--- config.mk ---
export PLATFORM = sky130hd
export DESIGN_NAME = pc_seq_ctrl
export DESIGN_NICKNAME = d
export VERILOG_FILES = /design/src/rtl/pc_ctrl_pkg.sv /design/src/rtl/pc_fetch_timer.sv /design/src/rtl/pc_seq_ctrl.sv
export SDC_FILE = /design/constraint.sdc
export NUM_CORES = 1
export LEC_CHECK = 0
export CORE_UTILIZATION = 52
export DETAILED_ROUTE_END_ITERATION = 8
export GPL_TIMING_DRIVEN = 0
export PLACE_DENSITY = 0.91
export SLEW_MARGIN = 20
export SYNTH_ARGS = -nofsm -noshare
export SYNTH_HDL_FRONTEND = slang
export SYNTH_HIERARCHICAL = 1
export SYNTH_SLANG_ARGS = --single-unit
--- constraint.sdc ---
create_clock -name clk -period 3.7 [get_ports clk]
set_input_delay 0.555 -clock clk [delete_from_list [all_inputs] [get_ports clk]]
set_output_delay 0.555 -clock clk [all_outputs]
set_load 0.01 [all_outputs]
--- src/rtl/pc_ctrl_pkg.sv ---
// Shared encodings for the PC sequencer: FSM states, jump kinds, PC source selects
// and PC update modes, plus the jump-kind to (mode, cs) decode.
package pc_ctrl_pkg;

  localparam logic [2:0] ST_IDLE   = 3'd0;
  localparam logic [2:0] ST_FETCH  = 3'd1;
  localparam logic [2:0] ST_DECODE = 3'd2;
  localparam logic [2:0] ST_EXEC   = 3'd3;
  localparam logic [2:0] ST_UPDATE = 3'd4;
  localparam logic [2:0] ST_HALT   = 3'd5;
  localparam logic [2:0] ST_FAULT  = 3'd6;

  localparam logic [2:0] JK_NONE = 3'd0;
  localparam logic [2:0] JK_BR   = 3'd1;
  localparam logic [2:0] JK_JR0  = 3'd2;
  localparam logic [2:0] JK_JR1  = 3'd3;
  localparam logic [2:0] JK_JIMM = 3'd4;

  localparam logic [1:0] CS_ALU  = 2'd0;
  localparam logic [1:0] CS_REG0 = 2'd1;
  localparam logic [1:0] CS_REG1 = 2'd2;
  localparam logic [1:0] CS_IMM  = 2'd3;

  localparam logic PCM_INC  = 1'b0;
  localparam logic PCM_LOAD = 1'b1;

  function automatic logic jk_legal(input logic [2:0] jk);
    return (jk <= JK_JIMM);
  endfunction

  // Returns {pc_mode, pc_cs}; a branch that is not taken is a plain increment.
  function automatic logic [2:0] pc_sel(input logic [2:0] jk, input logic taken);
    logic [2:0] sel;
    sel = {PCM_INC, CS_ALU};
    case (jk)
      JK_BR:   sel = taken ? {PCM_LOAD, CS_ALU} : {PCM_INC, CS_ALU};
      JK_JR0:  sel = {PCM_LOAD, CS_REG0};
      JK_JR1:  sel = {PCM_LOAD, CS_REG1};
      JK_JIMM: sel = {PCM_LOAD, CS_IMM};
      default: sel = {PCM_INC, CS_ALU};
    endcase
    return sel;
  endfunction

endpackage

--- src/rtl/pc_fetch_timer.sv ---
// Counts cycles spent in FETCH; the first FETCH cycle reads as 1, and expired flags
// the cycle whose count equals TIMEOUT (never, when TIMEOUT is 0).
module pc_fetch_timer
  import pc_ctrl_pkg::*;
#(
  parameter int TIMEOUT = 16,
  parameter int TMR_W   = 8
) (
  input  logic clk,
  input  logic rst,
  input  logic clear,
  input  logic count_en,
  output logic expired
);

  localparam logic [TMR_W-1:0] LIMIT = TMR_W'(TIMEOUT);

  logic [TMR_W-1:0] cnt_q;
  logic [TMR_W-1:0] cnt_d;

  // Saturating so a disabled timeout can sit in FETCH forever without wrapping.
  always_comb begin
    cnt_d = cnt_q;
    if (clear) begin
      cnt_d = TMR_W'(1);
    end else if (count_en && (cnt_q != '1)) begin
      cnt_d = cnt_q + TMR_W'(1);
    end
  end

  always_ff @(posedge clk) begin
    if (rst) begin
      cnt_q <= '0;
    end else begin
      cnt_q <= cnt_d;
    end
  end

  assign expired = (TIMEOUT != 0) && (cnt_q == LIMIT);

endmodule

--- src/rtl/pc_seq_ctrl.sv ---
// Multicycle PC sequencer: fetch, decode, execute, then exactly one PC update per
// instruction. All outputs are Moore-decoded from registered state.
module pc_seq_ctrl
  import pc_ctrl_pkg::*;
#(
  parameter int CNT_W   = 32,
  parameter int TIMEOUT = 16,
  parameter int TMR_W   = 8
) (
  input  logic             clk,
  input  logic             rst,
  output logic             im_req,
  input  logic             im_ack,
  input  logic             dec_valid,
  input  logic [2:0]       jump_kind,
  input  logic             br_taken,
  input  logic             exec_done,
  input  logic             halt_req,
  output logic [1:0]       pc_cs,
  output logic             pc_mode,
  output logic             pc_en,
  output logic             halted,
  output logic             fault,
  output logic [CNT_W-1:0] retired_cnt
);

  logic [2:0]       state_q, state_d;
  logic [2:0]       kind_q, kind_d;
  logic             taken_q, taken_d;
  logic [CNT_W-1:0] cnt_q, cnt_d;
  logic             tmr_clear;
  logic             tmr_expired;

  // Handshakes: im_req is held for the whole of FETCH and a transfer completes on
  // the first edge where im_ack is high; dec_valid, exec_done and halt_req are
  // level inputs that only matter in DECODE, EXEC and UPDATE respectively.
  always_comb begin
    state_d = state_q;
    kind_d  = kind_q;
    taken_d = taken_q;
    case (state_q)
      ST_IDLE: state_d = ST_FETCH;
      ST_FETCH: begin
        if (im_ack) begin
          state_d = ST_DECODE;
        end else if (tmr_expired) begin
          state_d = ST_FAULT;
        end
      end
      ST_DECODE: begin
        if (dec_valid) begin
          if (!jk_legal(jump_kind)) begin
            state_d = ST_FAULT;
          end else begin
            kind_d  = jump_kind;
            taken_d = br_taken;
            state_d = ST_EXEC;
          end
        end
      end
      ST_EXEC: begin
        if (exec_done) begin
          state_d = ST_UPDATE;
        end
      end
      ST_UPDATE: state_d = halt_req ? ST_HALT : ST_FETCH;
      ST_HALT:   state_d = ST_HALT;
      ST_FAULT:  state_d = ST_FAULT;
      default:   state_d = ST_FAULT;
    endcase
  end

  assign cnt_d = (state_q == ST_UPDATE) ? cnt_q + CNT_W'(1) : cnt_q;

  always_ff @(posedge clk) begin
    if (rst) begin
      state_q <= ST_IDLE;
      kind_q  <= JK_NONE;
      taken_q <= 1'b0;
      cnt_q   <= '0;
    end else begin
      state_q <= state_d;
      kind_q  <= kind_d;
      taken_q <= taken_d;
      cnt_q   <= cnt_d;
    end
  end

  assign tmr_clear = (state_d == ST_FETCH) && (state_q != ST_FETCH);

  pc_fetch_timer #(
    .TIMEOUT(TIMEOUT),
    .TMR_W  (TMR_W)
  ) u_fetch_timer (
    .clk     (clk),
    .rst     (rst),
    .clear   (tmr_clear),
    .count_en(state_q == ST_FETCH),
    .expired (tmr_expired)
  );

  assign im_req      = (state_q == ST_FETCH);
  assign pc_en       = (state_q == ST_UPDATE);
  assign halted      = (state_q == ST_HALT);
  assign fault       = (state_q == ST_FAULT);
  assign retired_cnt = cnt_q;

  always_comb begin
    {pc_mode, pc_cs} = {PCM_INC, CS_ALU};
    if (pc_en) begin
      {pc_mode, pc_cs} = pc_sel(kind_q, taken_q);
    end
  end

endmodule
==> impl_metrics.env, run 1 <==
export IMPL_cts_tree="done"
export IMPL_grt_usage=0.252
export IMPL_drt_total_wl_um=6100
export IMPL_rsz0062_at_grt="no"
export IMPL_synth_xor_area_frac=0.0418
export IMPL_gr_usage_met2=0.442
export IMPL_critPathMaxFanout=11
export IMPL_fin_cells=402
export IMPL_post_route_period_util=0.731
export IMPL_setup_ws_ns=0.993
export IMPL_io_pins=49
export IMPL_htree_levels=2
export IMPL_use_met3=0.0647
export IMPL_drtIter0Drc=284
export IMPL_setup_viol=0
export IMPL_final_max_slew_viol_count=0
export IMPL_postLayoutCoreUtil=0.709
export IMPL_place_congestion=0.887
export IMPL_final_seq_area_um2=941
export IMPL_clockRootBuffer="clkbuf_8"
export IMPL_drc_errors=0
export IMPL_min_to="taken_q"
export IMPL_cap_violations=0
export IMPL_postLayoutCellArea_um2=3190
export IMPL_grt_busiest_layer="met2"
export IMPL_ys_ff_latch=47
export IMPL_hold_viol=0
export IMPL_clock_sinks=47
export IMPL_die_area_um2=5120
export IMPL_path_clk_slew_ns=0.08
export IMPL_wl_per_cell_um=15.2
export IMPL_synth_ff_type="dfxtp_1"
export IMPL_grt_pass1_vias=2380
export IMPL_synth_area_leaders="dfxtp_1 37%, a21oi_1 6.0%, o31ai_1 4.5%"
export IMPL_synth_cell_area_um2=2510
export IMPL_synth_most_common_cell="dfxtp_1"
export IMPL_synth_top_family_by_area="simple AND/OR/NAND/NOR gates"
export IMPL_synth_adder_area_share=0.0149
export IMPL_worst_pin_slew_ns=0.593
export IMPL_r2r_slack_ns=1.39
export IMPL_numPortBuffers=48
export IMPL_min_from="taken_q"
export IMPL_fin_skew_ns=0.00907
export IMPL_outcome="completed"
export IMPL_synthSimpleGateAreaFrac=0.336
export IMPL_synth_cells=294
export IMPL_multi_input_area_um2=1480
export IMPL_setup_tns_ns=0
export IMPL_cts_setup_buffers=0
export IMPL_r2r_start="u_fetch_timer/cnt_q[0]"
export IMPL_fin_nets=362
export IMPL_worstPathArrival_ns=2.15
export IMPL_relSlewSlack=0.603
export IMPL_grt_max_degree=15
export IMPL_gr_usage_met1=0.297
export IMPL_p_leak_nw=1.10
export IMPL_r2r_end="u_fetch_timer/cnt_q[7]"
export IMPL_routed_via_count=2544
export IMPL_crit_type="reg -> out"
export IMPL_grt_pass1_wl_um=10300
export IMPL_fin_crit_ns=2.71
export IMPL_ctsResizeCount=0
export IMPL_end_kind="primary output"
export IMPL_yosys_area_top_type_share=0.374
export IMPL_area_delta_synth_final_pct=27.0
export IMPL_pre_cts_ws_ns=1.31
export IMPL_antenna_found_initial=0
export IMPL_holdPathStages=2
export IMPL_start_util=0.558
export IMPL_max_vdd_ir_drop_mv=0.281
export IMPL_grt_overflow=0
export IMPL_critical_path_required_ns=3.14
export IMPL_async_flop_share=0
export IMPL_start_kind="flip-flop"
export IMPL_drt_pass1_iter_count=6
export IMPL_insertion_delay_ns=0.31
export IMPL_fillers=357
export IMPL_fmax_mhz=369
export IMPL_synthTopCellsByCount="47 x dfxtp_1, 30 x a21oi_1, 25 x nand2_1"
export IMPL_fp_dieW_um=71.5
export IMPL_cts_max_path_buffers=2
export IMPL_dpl_instance_area_um2=3060
export IMPL_hp_class="reg -> reg"
export IMPL_synth_net_count=307
export IMPL_hold_buffers=0
export IMPL_coreArea_um2=4500
export IMPL_yosysSeqAreaShare=0.374
export IMPL_synth_area_per_cell_um2=8.55
export IMPL_power_density_nw_per_um2=329
export IMPL_ys_warn_count=6
export IMPL_viasPerCell=6.33
export IMPL_reg2regPathDepth=10
export IMPL_cts_buffers=5
export IMPL_synthMuxAreaShare=0.0164
export IMPL_dpl_hpwl_um=4420
export IMPL_ys_types=51
export IMPL_rows=24
export IMPL_die_y_um=71.5
export IMPL_antenna_cells=0
export IMPL_synth_compound_gate_area_share=0.178
export IMPL_dp_cells=394
export IMPL_layout_drive_gt1_share=0.0657
export IMPL_synth_enable_flop_cells=0
export IMPL_ant_nets=0
export IMPL_synth_top_area_cell="dfxtp_1"
worst max path at each step:
stage | startpoint | end | slack, ns
2_1_floorplan | u_fetch_timer/cnt_q[0] | u_fetch_timer/cnt_q[2] | 1.69
3_3_place_gp | dec_valid | u_fetch_timer/cnt_q[2] | 1.35
3_5_place_dp | dec_valid | u_fetch_timer/cnt_q[2] | 1.31
4_1_cts | state_q[0] | im_req | 1.00
5_1_grt | state_q[0] | im_req | 0.84
6_report | state_q[0] | im_req | 0.99
layer usage:
metal	vias up	wire, um
met4	0	59
li1	1224	-
met1	1214	2570
met5	-	0
met3	7	383
met2	99	3090
cell type report:
class | count | share of cell area
Multi-Input combinational cell | 228 | 0.462
Sequential cell | 47 | 0.295
Clock inverter | 2 | 0.0188
Inverter | 6 | 0.00705
Buffer | 13 | 0.0239
Tap cell | 52 | 0.0204
Clock buffer | 6 | 0.0227
Timing Repair Buffer | 48 | 0.150
stage by stage:
stage,hold WS [ns],total power (W)
after floorplan,0.436,0.000583
after global routing,0.514,0.00108
after CTS,0.477,0.00105
after global placement,0.445,0.000610
final,0.475,0.00105
after detailed placement,0.464,0.000613
where the power goes:
group / internal (W) / leakage, nW / switching (W) / total, W
Clock: 0.000270 / 0.0654 / 0.000178 / 0.000448
Combinational: 0.0000378 / 0.651 / 0.0000473 / 0.0000851
Sequential: 0.000512 / 0.379 / 0.00000646 / 0.000518
kinds of logic after synthesis:
group | after synthesis
compound gates | 72
xor+xnor | 12
fa+ha+maj | 3
buf+inv | 19
flops | 47
mux | 4
simple gates | 137
sequential cells by signal, summed over array words and instances (netlist names):
| register | cells |
|---|---|
| kind_q | 3 |
| retired_cnt | 32 |
| state_q | 3 |
| taken_q | 1 |
| u_fetch_timer/cnt_q | 8 |
worst max-delay path: stages, from the launching register on:
cell             delay [ns]
dfxtp_1                0.33
buf_6                  0.13
or2b_1                 0.27
nor2_1                 0.47
clkdlybuf4s50_1        0.65
cell usage in the layout, fill, tap and decap left out, types with 2 or more instances in the layout:
cell / netlist / final
and3b_1: 3 / 3
nand3_1: 10 / 10
buf_6: 3 / 3
or4_1: 14 / 14
nand2_1: 25 / 25
o21ai_0: 12 / 12
and2_1: 2 / 2
a211oi_2: 2 / 2
bufinv_16: 0 / 2
o21a_1: 2 / 2
dfxtp_1: 47 / 47
mux2i_1: 3 / 3
a21oi_1: 30 / 30
inv_1: 6 / 6
clkbuf_1: 7 / 8
nor2b_1: 3 / 3
and3_1: 8 / 8
xor2_1: 7 / 7
xnor2_1: 5 / 5
nor4_1: 3 / 3
nor3b_1: 4 / 4
a211oi_1: 4 / 4
and4_1: 6 / 6
clkbuf_8: 0 / 5
clkdlybuf4s50_1: 0 / 48
or3_1: 6 / 6
nor2_1: 20 / 20
o31ai_1: 15 / 15
nand4_1: 16 / 16
ha_1: 3 / 3
nor3_1: 4 / 4
and4b_1: 2 / 2
No activity file was read; power rests on OpenSTA's default activity.
==> run 2, diff against run 1 <==
Settings changed: CORE_UTILIZATION 52 to 47, PLACE_DENSITY 0.91 to 0.87.
Clock period 3.7 ns to 2.31 ns, I/O delays scaled along.
==> run 2 against run 1 <==
- via count down 2.5%
- sequential share of layout area down 0.73 points
- combinational power up 88%
- critical endpoint is now u_fetch_timer/cnt_q[5]
- largest cell class unchanged
- highest routed layer unchanged
==> impl_metrics.env, run 2 (same netlist as run 1, synthesis figures left out) <==
export IMPL_grt_overflow=0
export IMPL_final_common_cell="clkdlybuf4s50_1"
export IMPL_dpl_instance_area_um2=3080
export IMPL_cap_violations=0
export IMPL_place_congestion=0.864
export IMPL_cts_buffers=5
export IMPL_outcome="completed"
export IMPL_numPortBuffers=48
export IMPL_start_kind="flip-flop"
export IMPL_fin_nets=365
export IMPL_post_route_period_util=0.968
export IMPL_grt_usage=0.220
export IMPL_area_delta_synth_final_pct=30.9
export IMPL_cts_max_path_buffers=2
export IMPL_critPathMaxFanout=6
export IMPL_layout_common_cells="47 x clkdlybuf4s50_1, 45 x dfxtp_1, 30 x a21oi_1"
export IMPL_htree_levels=2
export IMPL_final_max_slew_viol_count=0
export IMPL_fillers=450
export IMPL_rows=26
export IMPL_worstPathArrival_ns=2.47
export IMPL_swShare=0.239
export IMPL_drt_total_wl_um=6110
export IMPL_crit_type="reg -> reg"
export IMPL_layout_drive_gt1_share=0.116
export IMPL_largest_reg_flops=32
export IMPL_p_seq_frac=0.541
export IMPL_ant_nets=0
export IMPL_fp_dieW_um=75.2
export IMPL_insertion_delay_ns=0.31
export IMPL_p_sw_w=0.000368
export IMPL_hold_viol=0
export IMPL_end_kind="flip-flop"
export IMPL_drt_pass1_iter_count=4
export IMPL_final_seq_area_um2=946
export IMPL_clockRootBuffer="clkbuf_8"
export IMPL_die_area_um2=5650
export IMPL_drc_errors=0
export IMPL_io_pins=49
export IMPL_internal_power_w=0.00117
export IMPL_viasPerCell=5.86
export IMPL_p_leak_nw=1.11
export IMPL_multi_input_area_um2=1560
export IMPL_antenna_found_initial=0
export IMPL_grt_max_degree=14
export IMPL_power_density_nw_per_um2=467
export IMPL_worst_pin_slew_ns=0.523
export IMPL_routed_via_count=2480
export IMPL_max_vdd_ir_drop_mv=0.332
export IMPL_grt_pass1_wl_um=9520
export IMPL_setup_tns_ns=0
export IMPL_hp_class="reg -> reg"
export IMPL_critical_path_required_ns=2.55
export IMPL_clock_sinks=47
export IMPL_dpl_hpwl_um=4250
export IMPL_relSlewSlack=0.652
export IMPL_drtIter0Drc=228
export IMPL_cts_tree="done"
export IMPL_fin_crit_ns=2.24
export IMPL_combPwrFrac=0.104
export IMPL_hold_slack_ns=0.462
export IMPL_r2r_slack_ns=0.07
export IMPL_fmax_mhz=447
export IMPL_start_util=0.489
export IMPL_antenna_cells=0
export IMPL_postLayoutCellArea_um2=3290
export IMPL_setup_viol=0
export IMPL_coreArea_um2=5140
export IMPL_clkPwrFrac=0.354
export IMPL_wl_per_cell_um=14.4
export IMPL_hold_buffers=0
export IMPL_path_clk_slew_ns=0.08
export IMPL_fin_skew_ns=0.00969
export IMPL_rsz0062_at_grt="yes"
export IMPL_grt_pass1_vias=2067
export IMPL_die_y_um=75.2
## run 2: cell count changes in the layout (fill, tap and decap cells not counted), sizes merged
cell,before,now
clkbuf,13,15
bufinv,2,0
dlygate4sd2,0,1
clkdlybuf4s50,48,47
buf,6,9
## run 2: path summary, 6_finish.rpt
| check | startpoint | end | cells past startpoint |
|---|---|---|---|
| setup / recovery | u_fetch_timer/cnt_q[0] | u_fetch_timer/cnt_q[5] | 10 |
| hold / removal | taken_q | taken_q | 2 |
| setup reg to reg | u_fetch_timer/cnt_q[0] | u_fetch_timer/cnt_q[5] | 10 |
| hold reg to reg | taken_q | taken_q | 2 |
## run 2: metrics by stage
step                utilization  total power [W]  instances  worst slack, ns
global placement          0.600         0.000978        412           0.0507
detailed placement        0.600         0.000982        412          -0.0834
CTS                       0.623          0.00152        420          0.00261
floorplan                     -         0.000934        294            0.296
finish                    0.640          0.00154        423           0.0733
global route              0.640          0.00160        423          -0.0438
## run 2: power groups by stage
| stage | registers, W | logic (W) | clock network [W] |
|---|---|---|---|
| after floorplan | 0.000847 | 0.0000866 | 0 |
| after global placement | 0.000848 | 0.000130 | 0 |
| after detailed placement | 0.000849 | 0.000133 | 0 |
| after CTS | 0.000830 | 0.000139 | 0.000550 |
| after global routing | 0.000834 | 0.000176 | 0.000587 |
| final | 0.000832 | 0.000160 | 0.000544 |
## run 2: what timing repair did
item	CTS	global route
setup buffers	0	3
setup endpoints to repair	11	10
resized for setup	6	16
cloned	0	0
pin swaps	0	6
## run 2: final cells by class
| cell class | count | area share |
|---|---|---|
| plain buffers | 13 | 0.0236 |
| inverters | 6 | 0.00684 |
| multi-input cells | 228 | 0.473 |
| flip-flops and latches | 47 | 0.287 |
| well taps | 70 | 0.0266 |
| repair buffers | 51 | 0.152 |
| clock buffers | 8 | 0.0304 |
## run 2: metal layers
metal  part of all wire  GRT usage
met1               0.42      0.271
met2               0.51      0.391
met3              0.058     0.0455
met4              0.011     0.0597
met5                  0          0
## run 2: worst max-delay path, stage by stage (launching register included)
cell       delay, ns
dfxtp_4         0.37
inv_2           0.07
ha_4            0.13
nand4bb_4       0.12
nor4_4          0.32
nor2b_2         0.21
o22ai_1         0.07
o2bb2ai_1       0.14
and4b_2         0.26
or3_1           0.37
mux2i_1         0.13
==> run 3, diff against run 2 <==
Settings changed: MAX_ROUTING_LAYER from default to met4.
==> run 3 against run 2 <==
- hold slack is the same
- combinational power barely moved
- highest routed layer unchanged
- maximum frequency about the same
- final area is the same
- setup slack about the same
- die area did not move
- largest cell class unchanged
==> impl_metrics.env, run 3 (same netlist as run 1, synthesis figures left out) <==
export IMPL_outcome="completed"
export IMPL_area_delta_synth_final_pct=30.9
export IMPL_drtIter0Drc=236
export IMPL_antenna_cells=0
export IMPL_routed_via_count=2480
export IMPL_fin_nets=365
export IMPL_critPathMaxFanout=6
export IMPL_fin_skew_ns=0.00970
export IMPL_dpl_instance_area_um2=3080
export IMPL_wl_per_cell_um=14.4
export IMPL_clock_sinks=47
export IMPL_insertion_delay_ns=0.31
export IMPL_critical_path_top_delay_family="simple AND/OR/NAND/NOR gates"
export IMPL_grt_max_degree=14
export IMPL_path_clk_slew_ns=0.08
export IMPL_grt_overflow=0
export IMPL_layout_common_cells="47 x clkdlybuf4s50_1, 45 x dfxtp_1, 30 x a21oi_1"
export IMPL_path_cells="inv_2, ha_4, nand4bb_4, nor4_4, nor2b_2, o22ai_1, o2bb2ai_1, and4b_2, or3_1, mux2i_1"
export IMPL_cap_violations=0
export IMPL_slowest_stage="dfxtp_4"
export IMPL_final_common_cell="clkdlybuf4s50_1"
export IMPL_clkPwrFrac=0.354
export IMPL_power_density_nw_per_um2=467
export IMPL_rows=26
export IMPL_max_stage_delay_ns=0.37
export IMPL_layout_drive_gt1_share=0.116
export IMPL_place_congestion=0.878
export IMPL_clockRootBuffer="clkbuf_8"
export IMPL_drt_total_wl_um=6110
export IMPL_worstPathArrival_ns=2.47
export IMPL_start_util=0.489
export IMPL_grt_pass1_vias=2065
export IMPL_ant_nets=0
export IMPL_cts_max_path_buffers=2
export IMPL_hp_class="reg -> reg"
export IMPL_coreArea_um2=5140
export IMPL_swShare=0.239
export IMPL_reg2regPathDepth=10
export IMPL_fillers=450
export IMPL_numPortBuffers=48
export IMPL_rsz0062_at_grt="yes"
export IMPL_die_y_um=75.2
export IMPL_hold_buffers=0
export IMPL_io_pins=49
export IMPL_path_buf_inv=1
export IMPL_critical_path_required_ns=2.55
export IMPL_setup_viol=0
export IMPL_viasPerCell=5.86
export IMPL_p_seq_frac=0.541
export IMPL_fin_crit_ns=2.24
export IMPL_fp_dieW_um=75.2
export IMPL_postLayoutCellArea_um2=3290
export IMPL_die_area_um2=5650
export IMPL_cts_buffers=5
export IMPL_fmax_mhz=447
export IMPL_cts_tree="done"
export IMPL_drt_pass1_iter_count=4
export IMPL_holdPathStages=2
export IMPL_p_leak_nw=1.11
export IMPL_post_route_period_util=0.968
export IMPL_antenna_found_initial=0
export IMPL_crit_type="reg -> reg"
export IMPL_dp_cells=412
export IMPL_fin_cells=423
export IMPL_start_kind="flip-flop"
export IMPL_worstSetupPathDepth=10
export IMPL_grt_usage=0.227
export IMPL_drc_errors=0
export IMPL_hold_viol=0
export IMPL_end_kind="flip-flop"
export IMPL_worst_pin_slew_ns=0.523
export IMPL_relSlewSlack=0.652
export IMPL_htree_levels=2
export IMPL_largest_reg_flops=32
export IMPL_postLayoutCoreUtil=0.640
export IMPL_combPwrFrac=0.104
export IMPL_max_vdd_ir_drop_mv=0.332
export IMPL_p_sw_w=0.000368
export IMPL_grt_pass1_wl_um=9520
export IMPL_final_max_slew_viol_count=0
export IMPL_dpl_hpwl_um=4250
export IMPL_internal_power_w=0.00117
-- run 3: cell counts in the layout (fill, tap and decap cells not counted) --
Identical to the previous run, type by type.
-- run 3: final timing paths --
path | startpoint | end | slack (ns)
worst min register to register | taken_q | taken_q | 0.46
worst max-delay path | u_fetch_timer/cnt_q[0] | u_fetch_timer/cnt_q[5] | 0.07
worst min-delay path | taken_q | taken_q | 0.46
worst max register to register | u_fetch_timer/cnt_q[0] | u_fetch_timer/cnt_q[5] | 0.07
-- run 3: worst min-delay path, stage by stage (launching register included) --
cell and delay (ns):
dfxtp_1 0.32, nand2_1 0.05, a21oi_1 0.05
-- run 3: power by group through the flow --
stage	combinational [W]	sequential, W	clock, W
finish	0.000160	0.000832	0.000544
global route	0.000176	0.000834	0.000587
CTS	0.000139	0.000830	0.000550
detailed placement	0.000133	0.000849	0
global placement	0.000130	0.000848	0
floorplan	0.0000866	0.000847	0
-- run 3: area by class of cell --
cell class	count	area, um^2	share of cell area
Multi-Input combinational cell	228	1560	0.473
Sequential cell	47	946	0.287
Timing Repair Buffer	51	502	0.152
Clock buffer	8	100	0.0304
Tap cell	70	87.6	0.0266
Buffer	13	77.6	0.0236
Inverter	6	22.5	0.00684
-- run 3: what timing repair did --
action / in CTS / in global routing
gates resized for setup: 6 / 16
setup buffers: 0 / 3
endpoints found under the hold margin: 0 / 0
pin swaps: 0 / 6
setup endpoints to repair: 11 / 10
-- run 3: layer usage --
metal	part of all wire	track usage
met5	0	-
met4	0.011	0.0597
met3	0.058	0.0455
met2	0.51	0.391
met1	0.42	0.271
-- run 3: stage by stage --
stage | setup WS (ns) | setup TNS, ns | hold WS (ns) | total power (W)
after global placement | 0.0507 | 0 | 0.445 | 0.000978
final | 0.0733 | 0 | 0.462 | 0.00154
after detailed placement | -0.0834 | -0.361 | 0.454 | 0.000982
after floorplan | 0.296 | 0 | 0.418 | 0.000934
after global routing | -0.0438 | -0.0506 | 0.490 | 0.00160
after CTS | 0.00261 | 0 | 0.465 | 0.00152
==> RTL change 1: new RTL, settings of run 3 <==
Change the parameter `CNT_W` from 32 to 36.
--- a/src/rtl/pc_seq_ctrl.sv
+++ b/src/rtl/pc_seq_ctrl.sv
@@ -5,3 +5,3 @@
 #(
-  parameter int CNT_W   = 32,
+  parameter int CNT_W   = 36,
   parameter int TIMEOUT = 16,
Interface: changed (resized retired_cnt); port bits go from 49 to 53. No check against the original RTL was run, so the function may have changed too.
==> RTL change 1 against run 3 <==
The flow now finishes with violations (design-rule violations). Wire length up 8.7%. Non-clock buffer count up 6. Power up 7.6%. Critical path type unchanged. Sequential cell count up 4. Final area up 5.5%. Combinational power down 15%. Count of clock-buffer cells in the layout down 2. Setup slack worse by 0.0052 ns. Highest routed layer unchanged. Hold slack better by 0.0023 ns. Via count up 11%. Largest power group unchanged. Synthesized area up 6.1%.
==> RTL change 1: results (changes against run 3) <==
drt-initial-drc-count: 218  # -7.6%
gp_congestion: 0.8314  # -5.3%
worstPathArrival_ns: 2.45  # -0.02 ns
drcViolationCount: 2  # +2
ys_seq_area_frac: 0.3826  # +0.008430
grt_pass1_vias: 2365  # +15%
postSynthNetCount: 336  # +9.4%
grt_start_max_net_pins: 15  # +1
track_usage: 0.2316  # +0.004184
violations: "design-rule violations"
vias: 2757  # +11%
drive_gt1_frac: 0.1126  # -0.003582
met1_usage: 0.2880  # +0.01663
dp.final_hpwl_um: 4696  # +10%
peakVddDrop_mv: 0.2698  # -19%
finalWirelength_um: 6639  # +8.7%
synth_cells: 323  # +9.9%
fin_nets: 395  # +8.2%
synth_common_cells: "dfxtp_1 (51), a21oi_1 (35), nand2_1 (27), nor2_1 (23)"
status: "finished with violations"
n_fill_cell: 491  # +9.1%
grt_first_pass_wirelength_um: 11030  # +16%
met2_usage: 0.3841  # -0.007321
path_max_fanout: 10  # +4
pre_cts_slack_ns: -0.1920  # -0.1086 ns
largest_register_ff_count: 36  # +13%
p_leak_nw: 1.140  # +2.4%
critPathMaxStageDelay_ns: 0.57  # +0.20 ns
RTL change 1: cell types whose count changed in the layout (fill, tap and decap cells not counted), moves of 4 or more:
cell	run 3	this run
a21oi_1	30	35
dfxtp_2	1	5
nor2b_1	2	6
nor3_1	2	6
inv_1	4	9
RTL change 1: area by class of cell:
class / count / area, um^2 / share of cell area
Clock buffer: 6 / 72.57 / 0.02089
Sequential cell: 51 / 1035 / 0.2979
Timing Repair Buffer: 52 / 524.3 / 0.1509
Inverter: 10 / 37.54 / 0.01081
Tap cell: 72 / 90.09 / 0.02594
Buffer: 18 / 95.09 / 0.02738
Clock inverter: 1 / 30.03 / 0.008646
Multi-Input combinational cell: 244 / 1589 / 0.4575
RTL change 1: where the power goes:
group,internal (W),switching [W],total [W]
clock,0.000318,0.000293,0.000611
sequential,0.000890,0.0000151,0.000905
combinational,0.0000594,0.0000764,0.000136
total,0.00127,0.000385,0.00165
RTL change 1: per-stage QoR:
step	hold WS, ns	TNS [ns]
after floorplan	0.4175	0
after global placement	0.4523	-0.6670
after detailed placement	0.4555	-1.099
after CTS	0.4677	0
after global routing	0.4866	-0.01511
final	0.4648	0
RTL change 1: final timing paths:
check | start | to | cells after the start
min | taken_q | taken_q | 2
min reg2reg | taken_q | taken_q | 2
max reg2reg | state_q[2] | retired_cnt[31] | 5
max | state_q[2] | retired_cnt[31] | 5
RTL change 1: worst min-delay path, delay by kind of cell, from the launching register on:
family / cells / cell delay (ns)
flops: 1 / 0.32
simple gates: 1 / 0.05
compound gates: 1 / 0.05
RTL change 1: metal layers:
metal / vias up / part of all wire
met5: - / 0
met4: 0 / 0.017
met3: 11 / 0.045
met2: 92 / 0.49
met1: 1317 / 0.45
li1: 1337 / -
RTL change 1: cells by family after synthesis:
logic type                 after synthesis  share of synthesized area
adders and majority gates                3                    0.01407
AOI/OAI and AO/OA                       78                     0.1810
muxes                                    5                    0.02016
buffers and inverters                   28                    0.04641
and+or+nand+nor                        148                     0.3230
DFF                                     51                     0.3826
xor gates and xnor gates                10                    0.03282
RTL change 1: what timing repair did:
item | in CTS | in global routing
resized for setup | 9 | 27
hold endpoints to repair | 0 | 0
setup endpoints to repair | 22 | 27
==> RTL change 2: new RTL, flow settings as in run 3 <==
Without the edit above. Put one more register stage on the output `retired_cnt`, without a reset. The value now appears one clock later. The other outputs are not delayed to match.
--- a/src/rtl/pc_seq_ctrl.sv
+++ b/src/rtl/pc_seq_ctrl.sv
@@ -105,3 +105,5 @@
   assign fault       = (state_q == ST_FAULT);
-  assign retired_cnt = cnt_q;
+  always_ff @(posedge clk) begin
+    retired_cnt <= cnt_q;
+  end
 
Formal check against the unedited RTL: not equivalent (Yosys sat finds a counterexample within 10 cycles, from zero or initial values and one cycle with rst high).
==> RTL change 2 against run 3 <==
Register-to-register slack improved by 0.06 ns. Sequential cell count increased by 32. Clock skew decreased by 0.0039 ns. Synthesized area increased by 24%. Setup slack improved by 0.047 ns. Sequential power increased by 67%. Wire length increased by 8.5%. Final area increased by 20%. Power increased by 63%. Combinational power decreased by 14%. Maximum frequency increased by 2.2%. Sequential share of layout area increased by 12 points. Count of clock-buffer cells in the layout increased by 4.
==> RTL change 2: results (changes against run 3) <==
min_to: "retired_cnt[31]"
clk_pin_slew_ns: 0.07
dp.final_hpwl_um: 4624  # +8.8%
antenna_cells: 0  # unchanged
reg_top3: "cnt_q (32), retired_cnt (32), u_fetch_timer/cnt_q (8)"
port-buffer-count: 48  # unchanged
cts_root_buffer: "clkbuf_8"
drive_gt1_frac: 0.1175  # +0.001353
track_usage: 0.1994  # -0.02799
pre_cts_slack_ns: -0.2661  # -0.1828 ns
synth_xor_area_frac: 0.03357  # -0.008218
async_reset_ff_frac: 0  # unchanged
finalSetupTns_ns: 0  # unchanged
path_max_fanout: 10  # +4
synth_mux_area_frac: 0.02078  # +0.004365
numCtsBuffers: 9  # +4
clock-skew-final_ns: 0.005807  # -0.003896 ns
tightest_slew_ns: 0.7270  # +0.2044 ns
grt_first_pass_wirelength_um: 11010  # +16%
postSynthNetCount: 348  # +13%
synthFlopType: "dfxtp_1"
synth_fa_ha_area_frac: 0.01199  # -0.002935
clock_latency_ns: 0.34  # +0.03 ns
ff2ff_setup_slack_ns: 0.13  # +0.06 ns
wl_per_cell_um: 13.89  # -3.8%
synthTopCellsByArea: "dfxtp_1 (51%), a21oi_1 (4.5%), or4_1 (3.8%)"
critPathMaxStageDelay_ns: 0.53  # +0.16 ns
hp-start: "cnt_q[31]"
antenna_found_initial: 0  # unchanged
fin_hold_ws_ns: 0.3705  # -0.09199 ns
vias_per_cell: 5.614  # -4.2%
slowest_stage: "clkdlybuf4s50_1"
worstPathArrival_ns: 1.84  # -0.63 ns
regToRegEndpoint: "cnt_q[29]"
status: "completed"
clockBufferDepth: 2  # unchanged
gp_congestion: 0.8098  # -7.8%
synth_compound_area_frac: 0.1267  # -0.05091
peakVddDrop_mv: 0.3693  # +11%
cp_top_family: "buffers and inverters"
yosysUniqueCellTypes: 46  # -9.8%
ys_warn_count: 6  # unchanged
n_fill_cell: 514  # +14%
grt_start_max_net_pins: 13  # -1
p_leak_nw: 1.346  # +21%
firstDrtPassIters: 4  # unchanged
fin_nets: 408  # +12%
cts_setup_buffers: 0  # unchanged
hold_depth: 0  # -2
r2r_start: "state_q[2]"
htreeDepth: 3  # +1
rr_worst_depth: 7  # -3
grt_pass1_vias: 2542  # +23%
drt-initial-drc-count: 143  # -39%
cts_resized: 5  # -1
ys_seq_area_frac: 0.5052  # +0.1311
hp-class: "register to register"
synth_common_cells: "dfxtp_1 (79), a21oi_1 (28), nand2_1 (27), nor2_1 (26), or4_1 (16)"
RTL change 2: stage by stage:
step	cells	cell area (um^2)
global placement	460	3707
CTS	476	3904
global route	477	3954
detailed placement	460	3707
floorplan	335	3131
finish	477	3954
RTL change 2: metal layers:
layer | track usage | vias to the layer above | wire length (um)
li1 | - | 1341 | -
met1 | 0.2168 | 1262 | 2835
met2 | 0.3407 | 68 | 3386
met3 | 0.05045 | 7 | 350
met4 | 0.09399 | 0 | 55
met5 | - | - | 0
RTL change 2: cell type report:
type,count,area share
tap,77,0.02437
sequential,79,0.4028
clock inverter,4,0.01139
clock buffer,12,0.03671
inverter,10,0.009494
timing repair buffer,49,0.1241
multi-input combinational,228,0.3684
buffer,18,0.02278
RTL change 2: worst max path at each step:
stage | from | to | slack [ns] | depth (start not counted)
after CTS | state_q[2] | pc_mode | 0.002 | 4
after floorplan | u_fetch_timer/cnt_q[0] | u_fetch_timer/cnt_q[0] | 0.20 | 11
after global placement | jump_kind[0] | u_fetch_timer/cnt_q[0] | -0.20 | 7
final | state_q[1] | fault | 0.12 | 3
after detailed placement | jump_kind[0] | u_fetch_timer/cnt_q[0] | -0.27 | 7
after global routing | u_fetch_timer/cnt_q[0] | u_fetch_timer/cnt_q[2] | 0.003 | 10
RTL change 2: cell families after synthesis:
logic type,after synthesis
and+or+nand+nor,143
DFF,79
AOI/OAI and AO/OA,64
buffers and inverters,28
xor gates and xnor gates,12
muxes,6
adders and majority gates,3
RTL change 2: where the power goes:
part	internal [W]	total (W)	leakage, nW	switching (W)
clock	0.000524	0.000983	0.100	0.000459
combinational	0.0000613	0.000137	0.606	0.0000758
sequential	0.00137	0.00139	0.640	0.0000163
